<file path="config.mk">
export PLATFORM = sky130hd
export DESIGN_NAME = mac_share_arbiter_flat
export DESIGN_NICKNAME = d
export VERILOG_FILES = /design/src/rtl/mac_share_pkg.sv /design/src/rtl/mac_share_arbiter_if.sv /design/src/rtl/mac_pipe.sv /design/src/rtl/mac_share_arbiter.sv /design/src/flat_wrapper.sv
export SDC_FILE = /design/constraint.sdc
export NUM_CORES = 1
export LEC_CHECK = 0
export CORE_ASPECT_RATIO = 1.2
export CORE_MARGIN = 2
export CORE_UTILIZATION = 25
export DETAILED_ROUTE_END_ITERATION = 6
export PLACE_DENSITY = 0.46
export SLEW_MARGIN = 5
export SYNTH_ARGS = -nofsm -noshare
export SYNTH_HDL_FRONTEND = slang
export SYNTH_SLANG_ARGS = --single-unit
</file>
<file path="constraint.sdc">
create_clock -name clk -period 5.7 [get_ports clk]
set_input_delay 1.14 -clock clk [delete_from_list [all_inputs] [get_ports clk]]
set_output_delay 1.14 -clock clk [all_outputs]
set_load 0.01 [all_outputs]
</file>
<file path="src/rtl/mac_share_pkg.sv">
// Shared types, default sizes and round-robin helpers for the shared multiply-add arbiter.
package mac_share_pkg;

  localparam int N_REQ_DEF = 4;
  localparam int W_DEF     = 4;
  localparam int LAT_DEF   = 3;
  localparam int MAX_REQ   = 8;
  localparam int PTR_W     = $clog2(MAX_REQ);
  localparam int TAG_W     = $clog2(N_REQ_DEF);

  function automatic logic [MAX_REQ-1:0] onehot(input logic [PTR_W-1:0] idx);
    logic [MAX_REQ-1:0] o;
    o      = '0;
    o[idx] = 1'b1;
    return o;
  endfunction

  // Unused upper request bits are zero, so wrapping mod MAX_REQ equals wrapping mod N_REQ.
  function automatic logic [MAX_REQ-1:0] rr_pick(input logic [MAX_REQ-1:0] valid,
                                                 input logic [PTR_W-1:0]   ptr);
    logic [MAX_REQ-1:0] g;
    logic               found;
    logic [PTR_W-1:0]   idx;
    g     = '0;
    found = 1'b0;
    for (int i = 0; i < MAX_REQ; i++) begin
      idx = ptr + PTR_W'(i);
      if (!found && valid[idx]) begin
        g     = onehot(idx);
        found = 1'b1;
      end else begin
        found = found;
      end
    end
    return g;
  endfunction

endpackage

</file>
<file path="src/rtl/mac_share_arbiter_if.sv">
// Requester/response bundle between the engines and the shared multiply-add arbiter.
interface mac_share_arbiter_if
  import mac_share_pkg::*;
#(
  parameter int N_REQ = N_REQ_DEF,
  parameter int W     = W_DEF
);
  logic               stall;
  logic [N_REQ-1:0]   req_valid;
  logic [N_REQ-1:0]   req_ready;
  logic [N_REQ*W-1:0] req_a;
  logic [N_REQ*W-1:0] req_b;
  logic [N_REQ*W-1:0] req_c;
  logic [N_REQ-1:0]   rsp_valid;
  logic [2*W-1:0]     rsp_data;
  logic               busy;

  modport master (
    output stall, req_valid, req_a, req_b, req_c,
    input  req_ready, rsp_valid, rsp_data, busy
  );

  modport slave (
    input  stall, req_valid, req_a, req_b, req_c,
    output req_ready, rsp_valid, rsp_data, busy
  );
endinterface

</file>
<file path="src/rtl/mac_pipe.sv">
// Pipelined r = a*b + c with LAT register stages sharing one enable; the output
// register only loads when a valid op reaches it, so the result holds otherwise.
(* syn_multstyle = "logic" *)
module mac_pipe
  import mac_share_pkg::*;
#(
  parameter int W   = W_DEF,
  parameter int LAT = LAT_DEF
) (
  input  logic           clk,
  input  logic           rst,
  input  logic           en,
  input  logic           out_load,
  input  logic [W-1:0]   a,
  input  logic [W-1:0]   b,
  input  logic [W-1:0]   c,
  output logic [2*W-1:0] r
);

  logic [W-1:0]   a_r;
  logic [W-1:0]   b_r;
  logic [W-1:0]   c_r;
  logic [2*W-1:0] prod_s;
  logic [2*W-1:0] src_s;
  logic [2*W-1:0] res_r;

  // operand capture stage
  always_ff @(posedge clk) begin
    if (rst) begin
      a_r <= '0;
      b_r <= '0;
      c_r <= '0;
    end else if (en) begin
      a_r <= a;
      b_r <= b;
      c_r <= c;
    end
  end

  assign prod_s = ((2*W)'(a_r) * (2*W)'(b_r)) + (2*W)'(c_r);

  if (LAT == 2) begin : g_direct
    assign src_s = prod_s;
  end else begin : g_mid
    logic [2*W-1:0] mid_r [LAT-2];

    // product/addend stage followed by balancing delay stages
    always_ff @(posedge clk) begin
      if (rst) begin
        for (int k = 0; k < LAT - 2; k++) mid_r[k] <= '0;
      end else if (en) begin
        mid_r[0] <= prod_s;
        for (int k = 1; k < LAT - 2; k++) mid_r[k] <= mid_r[k-1];
      end
    end

    assign src_s = mid_r[LAT-3];
  end

  // output register, loaded only by a valid op
  always_ff @(posedge clk) begin
    if (rst) begin
      res_r <= '0;
    end else if (en && out_load) begin
      res_r <= src_s;
    end
  end

  assign r = res_r;

endmodule

</file>
<file path="src/rtl/mac_share_arbiter.sv">
// Round-robin sharing of one multiply-add pipe among N_REQ requesters, with the
// requester ID carried as a tag so each result is strobed back to its issuer.
module mac_share_arbiter
  import mac_share_pkg::*;
#(
  parameter int N_REQ = N_REQ_DEF,
  parameter int W     = W_DEF,
  parameter int LAT   = LAT_DEF
) (
  input logic               clk,
  input logic               rst,
  mac_share_arbiter_if.slave bus
);

  localparam int TW = (N_REQ > 1) ? $clog2(N_REQ) : 1;
  localparam int CW = $clog2(LAT + 1);

  logic [TW-1:0]    ptr_r;
  logic [N_REQ-1:0] grant_s;
  logic [TW-1:0]    win_s;
  logic             hs_s;
  logic [W-1:0]     a_sel_s;
  logic [W-1:0]     b_sel_s;
  logic [W-1:0]     c_sel_s;
  logic [TW-1:0]    tag_sr [LAT-1];
  logic [LAT-2:0]   tvalid_sr;
  logic [N_REQ-1:0] rsp_valid_r;
  logic [N_REQ-1:0] rsp_next_s;
  logic [CW-1:0]    cnt_r;
  logic             dec_s;

  // grant: first valid at or after the pointer; nothing while stalled or in reset
  always_comb begin
    grant_s = '0;
    if (rst || bus.stall) begin
      grant_s = '0;
    end else begin
      grant_s = N_REQ'(rr_pick(MAX_REQ'(bus.req_valid), PTR_W'(ptr_r)));
    end
  end

  // encode the one-hot grant into the winner index
  always_comb begin
    win_s = '0;
    for (int i = 0; i < N_REQ; i++) begin
      if (grant_s[i]) begin
        win_s = TW'(i);
      end else begin
        win_s = win_s;
      end
    end
  end

  assign hs_s          = |(bus.req_valid & grant_s);
  assign a_sel_s       = bus.req_a[int'(win_s)*W +: W];
  assign b_sel_s       = bus.req_b[int'(win_s)*W +: W];
  assign c_sel_s       = bus.req_c[int'(win_s)*W +: W];
  assign bus.req_ready = grant_s;

  // round-robin pointer moves past the winner on each handshake
  always_ff @(posedge clk) begin
    if (rst) begin
      ptr_r <= '0;
    end else if (hs_s) begin
      ptr_r <= (win_s == TW'(N_REQ - 1)) ? '0 : win_s + TW'(1);
    end
  end

  // tag/valid travel beside the pipe; the response register is the final stage
  always_ff @(posedge clk) begin
    if (rst) begin
      tvalid_sr <= '0;
      for (int k = 0; k < LAT - 1; k++) tag_sr[k] <= '0;
    end else if (!bus.stall) begin
      tvalid_sr[0] <= hs_s;
      tag_sr[0]    <= win_s;
      for (int k = 1; k < LAT - 1; k++) begin
        tvalid_sr[k] <= tvalid_sr[k-1];
        tag_sr[k]    <= tag_sr[k-1];
      end
    end
  end

  assign rsp_next_s = tvalid_sr[LAT-2] ? N_REQ'(onehot(PTR_W'(tag_sr[LAT-2]))) : '0;

  // response strobe register, frozen with the datapath
  always_ff @(posedge clk) begin
    if (rst) begin
      rsp_valid_r <= '0;
    end else if (!bus.stall) begin
      rsp_valid_r <= rsp_next_s;
    end
  end

  assign dec_s = (|rsp_valid_r) && !bus.stall;

  // in-flight counter: accepted ops not yet delivered
  always_ff @(posedge clk) begin
    if (rst) begin
      cnt_r <= '0;
    end else begin
      case ({hs_s, dec_s})
        2'b10:   cnt_r <= cnt_r + CW'(1);
        2'b01:   cnt_r <= cnt_r - CW'(1);
        default: cnt_r <= cnt_r;
      endcase
    end
  end

  assign bus.busy      = (cnt_r != '0);
  assign bus.rsp_valid = rsp_valid_r;

  mac_pipe #(
    .W   (W),
    .LAT (LAT)
  ) u_pipe (
    .clk      (clk),
    .rst      (rst),
    .en       (!bus.stall),
    .out_load (tvalid_sr[LAT-2]),
    .a        (a_sel_s),
    .b        (b_sel_s),
    .c        (c_sel_s),
    .r        (bus.rsp_data)
  );

endmodule

</file>
<file path="src/flat_wrapper.sv">
// flat-port wrapper written by rule: the top's interface ports become plain ports
module mac_share_arbiter_flat import mac_share_pkg::*;
#(
  parameter int N_REQ = N_REQ_DEF,
  parameter int W     = W_DEF,
  parameter int LAT   = LAT_DEF
)
  (clk, rst, bus_stall, bus_req_valid, bus_req_a, bus_req_b, bus_req_c, bus_req_ready, bus_rsp_valid, bus_rsp_data, bus_busy);
  mac_share_arbiter_if #(.N_REQ(N_REQ), .W(W)) bus_i ();
  input logic clk;
  input logic rst;
  input wire logic [$bits(bus_i.stall)-1:0] bus_stall;
  input wire logic [$bits(bus_i.req_valid)-1:0] bus_req_valid;
  input wire logic [$bits(bus_i.req_a)-1:0] bus_req_a;
  input wire logic [$bits(bus_i.req_b)-1:0] bus_req_b;
  input wire logic [$bits(bus_i.req_c)-1:0] bus_req_c;
  output wire logic [$bits(bus_i.req_ready)-1:0] bus_req_ready;
  output wire logic [$bits(bus_i.rsp_valid)-1:0] bus_rsp_valid;
  output wire logic [$bits(bus_i.rsp_data)-1:0] bus_rsp_data;
  output wire logic [$bits(bus_i.busy)-1:0] bus_busy;
  assign bus_i.stall = bus_stall;
  assign bus_i.req_valid = bus_req_valid;
  assign bus_i.req_a = bus_req_a;
  assign bus_i.req_b = bus_req_b;
  assign bus_i.req_c = bus_req_c;
  assign bus_req_ready = bus_i.req_ready;
  assign bus_rsp_valid = bus_i.rsp_valid;
  assign bus_rsp_data = bus_i.rsp_data;
  assign bus_busy = bus_i.busy;
  mac_share_arbiter #(.N_REQ(N_REQ), .W(W), .LAT(LAT)) u_core (.clk(clk), .rst(rst), .bus(bus_i));
endmodule
</file>
==> impl_metrics.json, run 1 <==
{
  "holdBufCountCts": 0,
  "syn_area_um2": 3212,
  "synth_cell_types": 60,
  "synth-xor-area-share_pct": 1.909,
  "hold_depth": 2,
  "ys.flop_type": "dfxtp_1",
  "fin_crit_sh_pct": 88.06,
  "end_kind": "primary output",
  "setup_viol": 0,
  "insertedDiodeCount": 0,
  "drv_slew": 0,
  "slew_headroom_pct": 32.99,
  "rr_worst_depth": 12,
  "worstMarginPinSlew_ns": 1.003,
  "htreeDepth": 2,
  "slowest_stage": "clkdlybuf4s50_1",
  "grt_overflow": 0,
  "ff2ff_setup_slack_ns": 1.63,
  "synth_edf_count": 12,
  "grt_use_total_pct": 12.72,
  "die_h_um": 128.2,
  "hold_start": "u_core.tvalid_sr[0]",
  "antenna_left": 0,
  "die_w_um": 107.5,
  "finalSetupTns_ns": 0,
  "vias": 2760,
  "r2r-end": "u_core.cnt_r[1]",
  "maxCapViolCount": 0,
  "wl_per_cell_um": 14.47,
  "synthesis.instances": 345,
  "postSynthAreaPerCell_um2": 9.310,
  "hold_end": "u_core.tvalid_sr[0]",
  "synth_simple_gate_area_share_pct": 20.49,
  "synth_compound_area_share_pct": 18.54,
  "synth_seq_area_share_pct": 29.92,
  "p_leak_nw": 1.775,
  "drt_iter0_drc": 125,
  "yosys.area_share.adder_pct": 13.71,
  "crit_path_max_fanout": 15,
  "yosys_register_bits": 42,
  "clock_sinks": 42,
  "crit_arrival_ns": 3.88,
  "status": "finished clean",
  "critical_path_class": "in -> out",
  "r2r_start": "u_core.ptr_r[1]",
  "critical_path_required_ns": 4.56,
  "ir_worst_vdd_mv": 0.1285,
  "fmax_mhz": 199.2,
  "path_cells": "clkdlybuf4s50_1, mux2i_1, o22ai_1, nand4bb_1, o211ai_2, a21o_1, buf_4, nand2_1, clkdlybuf4s50_1",
  "dieArea_um2": 13770,
  "muxShareOfSynthArea_pct": 10.13,
  "critPathLaunchType": "input port",
  "cts_resized": 0,
  "path_clk_slew_ns": 0.06,
  "first_global_vias": 2836,
  "cts_buffer_depth": 2,
  "drc": 0,
  "skew_ns": 0.005599,
  "synth_fp_nets": 431,
  "clockRootBuffer": "clkbuf_16",
  "powerDensity_nw_per_um2": 313.7,
  "worstHoldPathType": "reg -> reg",
  "antenna_found_initial": 0,
  "portBuffers": 71,
  "ios": 72,
  "finalCriticalPeriod_ns": 5.019,
  "ys_async_sr_fraction_pct": 0,
  "num_rows": 45,
  "rsz0062_at_grt": "false",
  "ys.warnings.count": 0,
  "drive_gt1_share_pct": 9.135,
  "crit_start": "bus_req_valid[1]",
  "grt_max_degree": 22,
  "viasPerCell": 4.759,
  "cts_buffers": 5,
  "dp_hpwl_um": 6785,
  "post-cts-setup-buffers": 0,
  "start_util_pct": 25.47,
  "cts_tree": "yes",
  "hold_viol": 0,
  "postLayoutCoreUtil_pct": 33.89,
  "crit_path_frequent_cell": "clkdlybuf4s50_1",
  "grt_first_pass_wirelength_um": 13960,
  "drt-total-wl_um": 8391,
  "synth_top_family_by_area": "simple AND/OR/NAND/NOR gates",
  "coreArea_um2": 12610,
  "clk_latency_ns": 0.28,
  "area_delta_synth_final_pct": 33.07,
  "slowest_delay_ns": 0.65,
  "layout.nets": 501,
  "place_congestion": 0.8896,
  "drt_first_pass_iters": 4
}
## critical path, delay by kind of cell
family / cells / cell delay, ns
and+or+nand+nor: 2 / 0.43
buffers and inverters: 3 / 1.36
muxes: 1 / 0.18
AOI/OAI and AO/OA: 3 / 0.76
## state kept, by name (all words and copies together) (netlist names), 4 cells and up
name	count
u_core.tag_sr	4
u_core.u_pipe.r	8
u_core.u_pipe.c_r	4
u_core.u_pipe.a_r	4
u_core.u_pipe.g_mid.mid_r	8
u_core.bus.rsp_valid	4
u_core.u_pipe.b_r	4
## Yosys cell counts, types with 5 or more instances
cell type  number  area (um2)
a21o_1          8       60.06
a21oi_1         8       40.04
and2_1         17       106.4
clkbuf_1       11       41.29
dfxtp_1        30       600.6
edfxtp_1       12       360.4
fa_1            7       140.1
ha_1           24       300.3
inv_1          23       86.33
mux2i_1        27       270.3
nand2_1        28       105.1
nand3_1         5       25.02
nand4_1        15       93.84
nor2_1         28       105.1
o2111ai_2      10       150.1
o21ai_0        16       80.08
## worst max-delay path by stage
| stage | end | slack, ns | depth (start not counted) |
|---|---|---|---|
| after floorplan | bus_req_ready[2] | 1.56 | 11 |
| after global placement | bus_req_ready[3] | 0.71 | 9 |
| after detailed placement | bus_req_ready[3] | 0.71 | 9 |
| after CTS | bus_req_ready[3] | 0.70 | 9 |
| after global routing | bus_req_ready[3] | 0.55 | 9 |
| final | bus_req_ready[3] | 0.68 | 9 |
## power breakdown
part	total, mW	switching, mW	internal (mW)
registers	0.408	0.0422	0.365
logic	0.618	0.335	0.283
clock network	0.315	0.108	0.207
total	1.34	0.486	0.855
## cell families after synthesis
family / Yosys count
AO/OA/AOI/OAI: 71
XOR/XNOR: 7
adder cells (fa/ha/maj): 31
buffers and inverters: 40
flip-flops: 42
multiplexers: 31
AND/OR/NAND/NOR: 123
## metal layers
metal | global-route usage, % | up-vias | share of wire (%)
met4 | 4.902 | 0 | 2.5
met1 | 15.48 | 1250 | 44
met2 | 21.93 | 92 | 48
met5 | 0 | - | 0
met3 | 2.644 | 15 | 5.4
li1 | - | 1403 | -
## per-stage QoR
stage	worst slack (ns)	area (um2)	power, mW	cells	hold slack, ns
CTS	0.7036	4274	1.353	580	0.4496
floorplan	1.555	3212	0.8411	345	0.4218
global placement	0.7146	4111	1.035	572	0.4362
detailed placement	0.7114	4111	1.028	572	0.4410
finish	0.6808	4274	1.341	580	0.4471
global route	0.5492	4274	1.433	580	0.4789
## cell type report
class | instances | area (um2)
multi-input combinational | 263 | 2081
clock buffer | 7 | 132.6
sequential | 42 | 960.9
clock inverter | 1 | 30.03
fill | 1331 | 8338
tap | 164 | 205.2
timing repair buffer | 80 | 778.2
inverter | 23 | 86.33
## layout by cell type (no fill, tap or decap), types with 7 or more instances in the layout
master / synthesis / layout
a21o_1: 8 / 8
a21oi_1: 8 / 8
and2_1: 17 / 17
buf_4: 1 / 9
clkdlybuf4s50_1: 0 / 71
dfxtp_1: 30 / 30
edfxtp_1: 12 / 12
fa_1: 7 / 7
ha_1: 24 / 24
inv_1: 23 / 23
mux2i_1: 27 / 27
nand2_1: 28 / 28
nand4_1: 15 / 15
nor2_1: 28 / 28
o2111ai_2: 10 / 10
o21ai_0: 16 / 16
Note: power is estimated with default switching activity, not from simulation.
==> run 2: changes to the inputs <==
- CORE_MARGIN: 2 -> default
- DONT_BUFFER_PORTS: default -> 1
- PLACE_DENSITY: 0.46 -> 0.39
==> impl_metrics.json, run 2 (synthesis results as in run 1) <==
{
  "status": "finished clean",
  "clock_sinks": 42,
  "postLayoutCoreUtil_pct": 27.73,
  "grt_overflow": 0,
  "fmax_mhz": 204.4,
  "antenna_found_initial": 0,
  "crit_path_max_fanout": 22,
  "post-cts-setup-buffers": 0,
  "drv_slew": 0,
  "drc": 0,
  "path_clk_slew_ns": 0.06,
  "die_h_um": 126.2,
  "slew_headroom_pct": 31.43,
  "dp_hpwl_um": 6107,
  "layout.nets": 423,
  "cts_resized": 0,
  "worstMarginPinSlew_ns": 1.026,
  "setup_viol": 0,
  "multi_input_area_um2": 2081,
  "hold_viol": 0,
  "cts_buffers": 5,
  "insertedDiodeCount": 0,
  "die_w_um": 105.5,
  "end_kind": "primary output",
  "ir_worst_vdd_mv": 0.1208,
  "clk_latency_ns": 0.29,
  "cts_tree": "yes",
  "grt_use_total_pct": 12.26,
  "start_util_pct": 25.47,
  "powerDensity_nw_per_um2": 353.9,
  "rsz0062_at_grt": "false",
  "first_global_vias": 2498,
  "seq_area_um2": 960.9,
  "grt_first_pass_wirelength_um": 12910,
  "antenna_left": 0,
  "place_congestion": 0.8734,
  "clockRootBuffer": "clkbuf_16",
  "dieArea_um2": 13310,
  "fin_crit_sh_pct": 85.84,
  "finalSetupTns_ns": 0,
  "worstHoldPathType": "reg -> reg",
  "drt-total-wl_um": 7846,
  "ios": 72,
  "cts_buffer_depth": 2,
  "viasPerCell": 5.048,
  "critPathLaunchType": "register",
  "p_leak_nw": 1.467,
  "grt_max_degree": 23,
  "critical_path_class": "reg -> out",
  "drt_first_pass_iters": 4,
  "skew_ns": 0.003959,
  "maxCapViolCount": 0,
  "holdBufCountCts": 0,
  "critical_path_required_ns": 4.56,
  "drt_iter0_drc": 136,
  "drive_gt1_share_pct": 9.763,
  "finalCriticalPeriod_ns": 4.893,
  "total_power_mw": 1.238,
  "num_rows": 45,
  "vias": 2534,
  "area_delta_synth_final_pct": 8.882,
  "final_cell_mix": "30 x dfxtp_1, 28 x nor2_1, 28 x nand2_1",
  "htreeDepth": 2,
  "fill_cells": 1357,
  "crit_arrival_ns": 3.75,
  "final_common_cell": "dfxtp_1",
  "coreArea_um2": 12610,
  "portBuffers": 0,
  "wl_per_cell_um": 15.63
}
run 2: report_power, final:
group | internal, mW | switching, mW
logic | 0.224 | 0.289
registers | 0.365 | 0.0661
clock network | 0.165 | 0.129
total | 0.754 | 0.483
run 2: final cells by class:
| type | count | share of cell area [%] |
|---|---|---|
| timing repair buffer | 2 | 0.4293 |
| inverter | 23 | 2.469 |
| clock inverter | 3 | 0.6798 |
| sequential | 42 | 27.48 |
| multi-input combinational | 263 | 59.50 |
| clock buffer | 5 | 3.578 |
| tap | 164 | 5.868 |
run 2: worst max-delay path, cell delays in order (launching register included):
cell      delay, ns
dfxtp_1        0.81
inv_1          0.29
ha_1           0.57
mux2i_1        0.32
o22ai_1        0.19
or3_4          0.43
o211ai_2       0.22
a21o_1         0.44
nand2_1        0.19
run 2: per-stage QoR:
stage | hold WS [ns] | area [um2] | setup WS, ns | cells
5_1_grt | 0.5076 | 3497 | 0.5354 | 502
6_report | 0.4464 | 3497 | 0.8072 | 502
3_5_place_dp | 0.4369 | 3348 | 1.188 | 494
4_1_cts | 0.4454 | 3497 | 0.8514 | 502
2_1_floorplan | 0.4218 | 3212 | 1.555 | 345
3_3_place_gp | 0.4303 | 3348 | 1.257 | 494
run 2: worst paths after layout:
kind	to	startpoint	depth (start not counted)	slack [ns]
worst max-delay path	bus_req_ready[3]	u_core.ptr_r[0]	8	0.81
worst min-delay path	u_core.tvalid_sr[0]	u_core.tvalid_sr[0]	2	0.45
worst max register to register	u_core.cnt_r[1]	u_core.ptr_r[0]	11	1.27
worst min register to register	u_core.tvalid_sr[0]	u_core.tvalid_sr[0]	2	0.45
run 2: routing by layer:
metal  wire length (um)  up-vias  global-route usage [%]
met5                  0        -                       0
met4                216        0                   4.888
met3                490       17                   3.002
met2               3573      113                   19.74
met1               3565     1158                   15.66
li1                   -     1246                       -
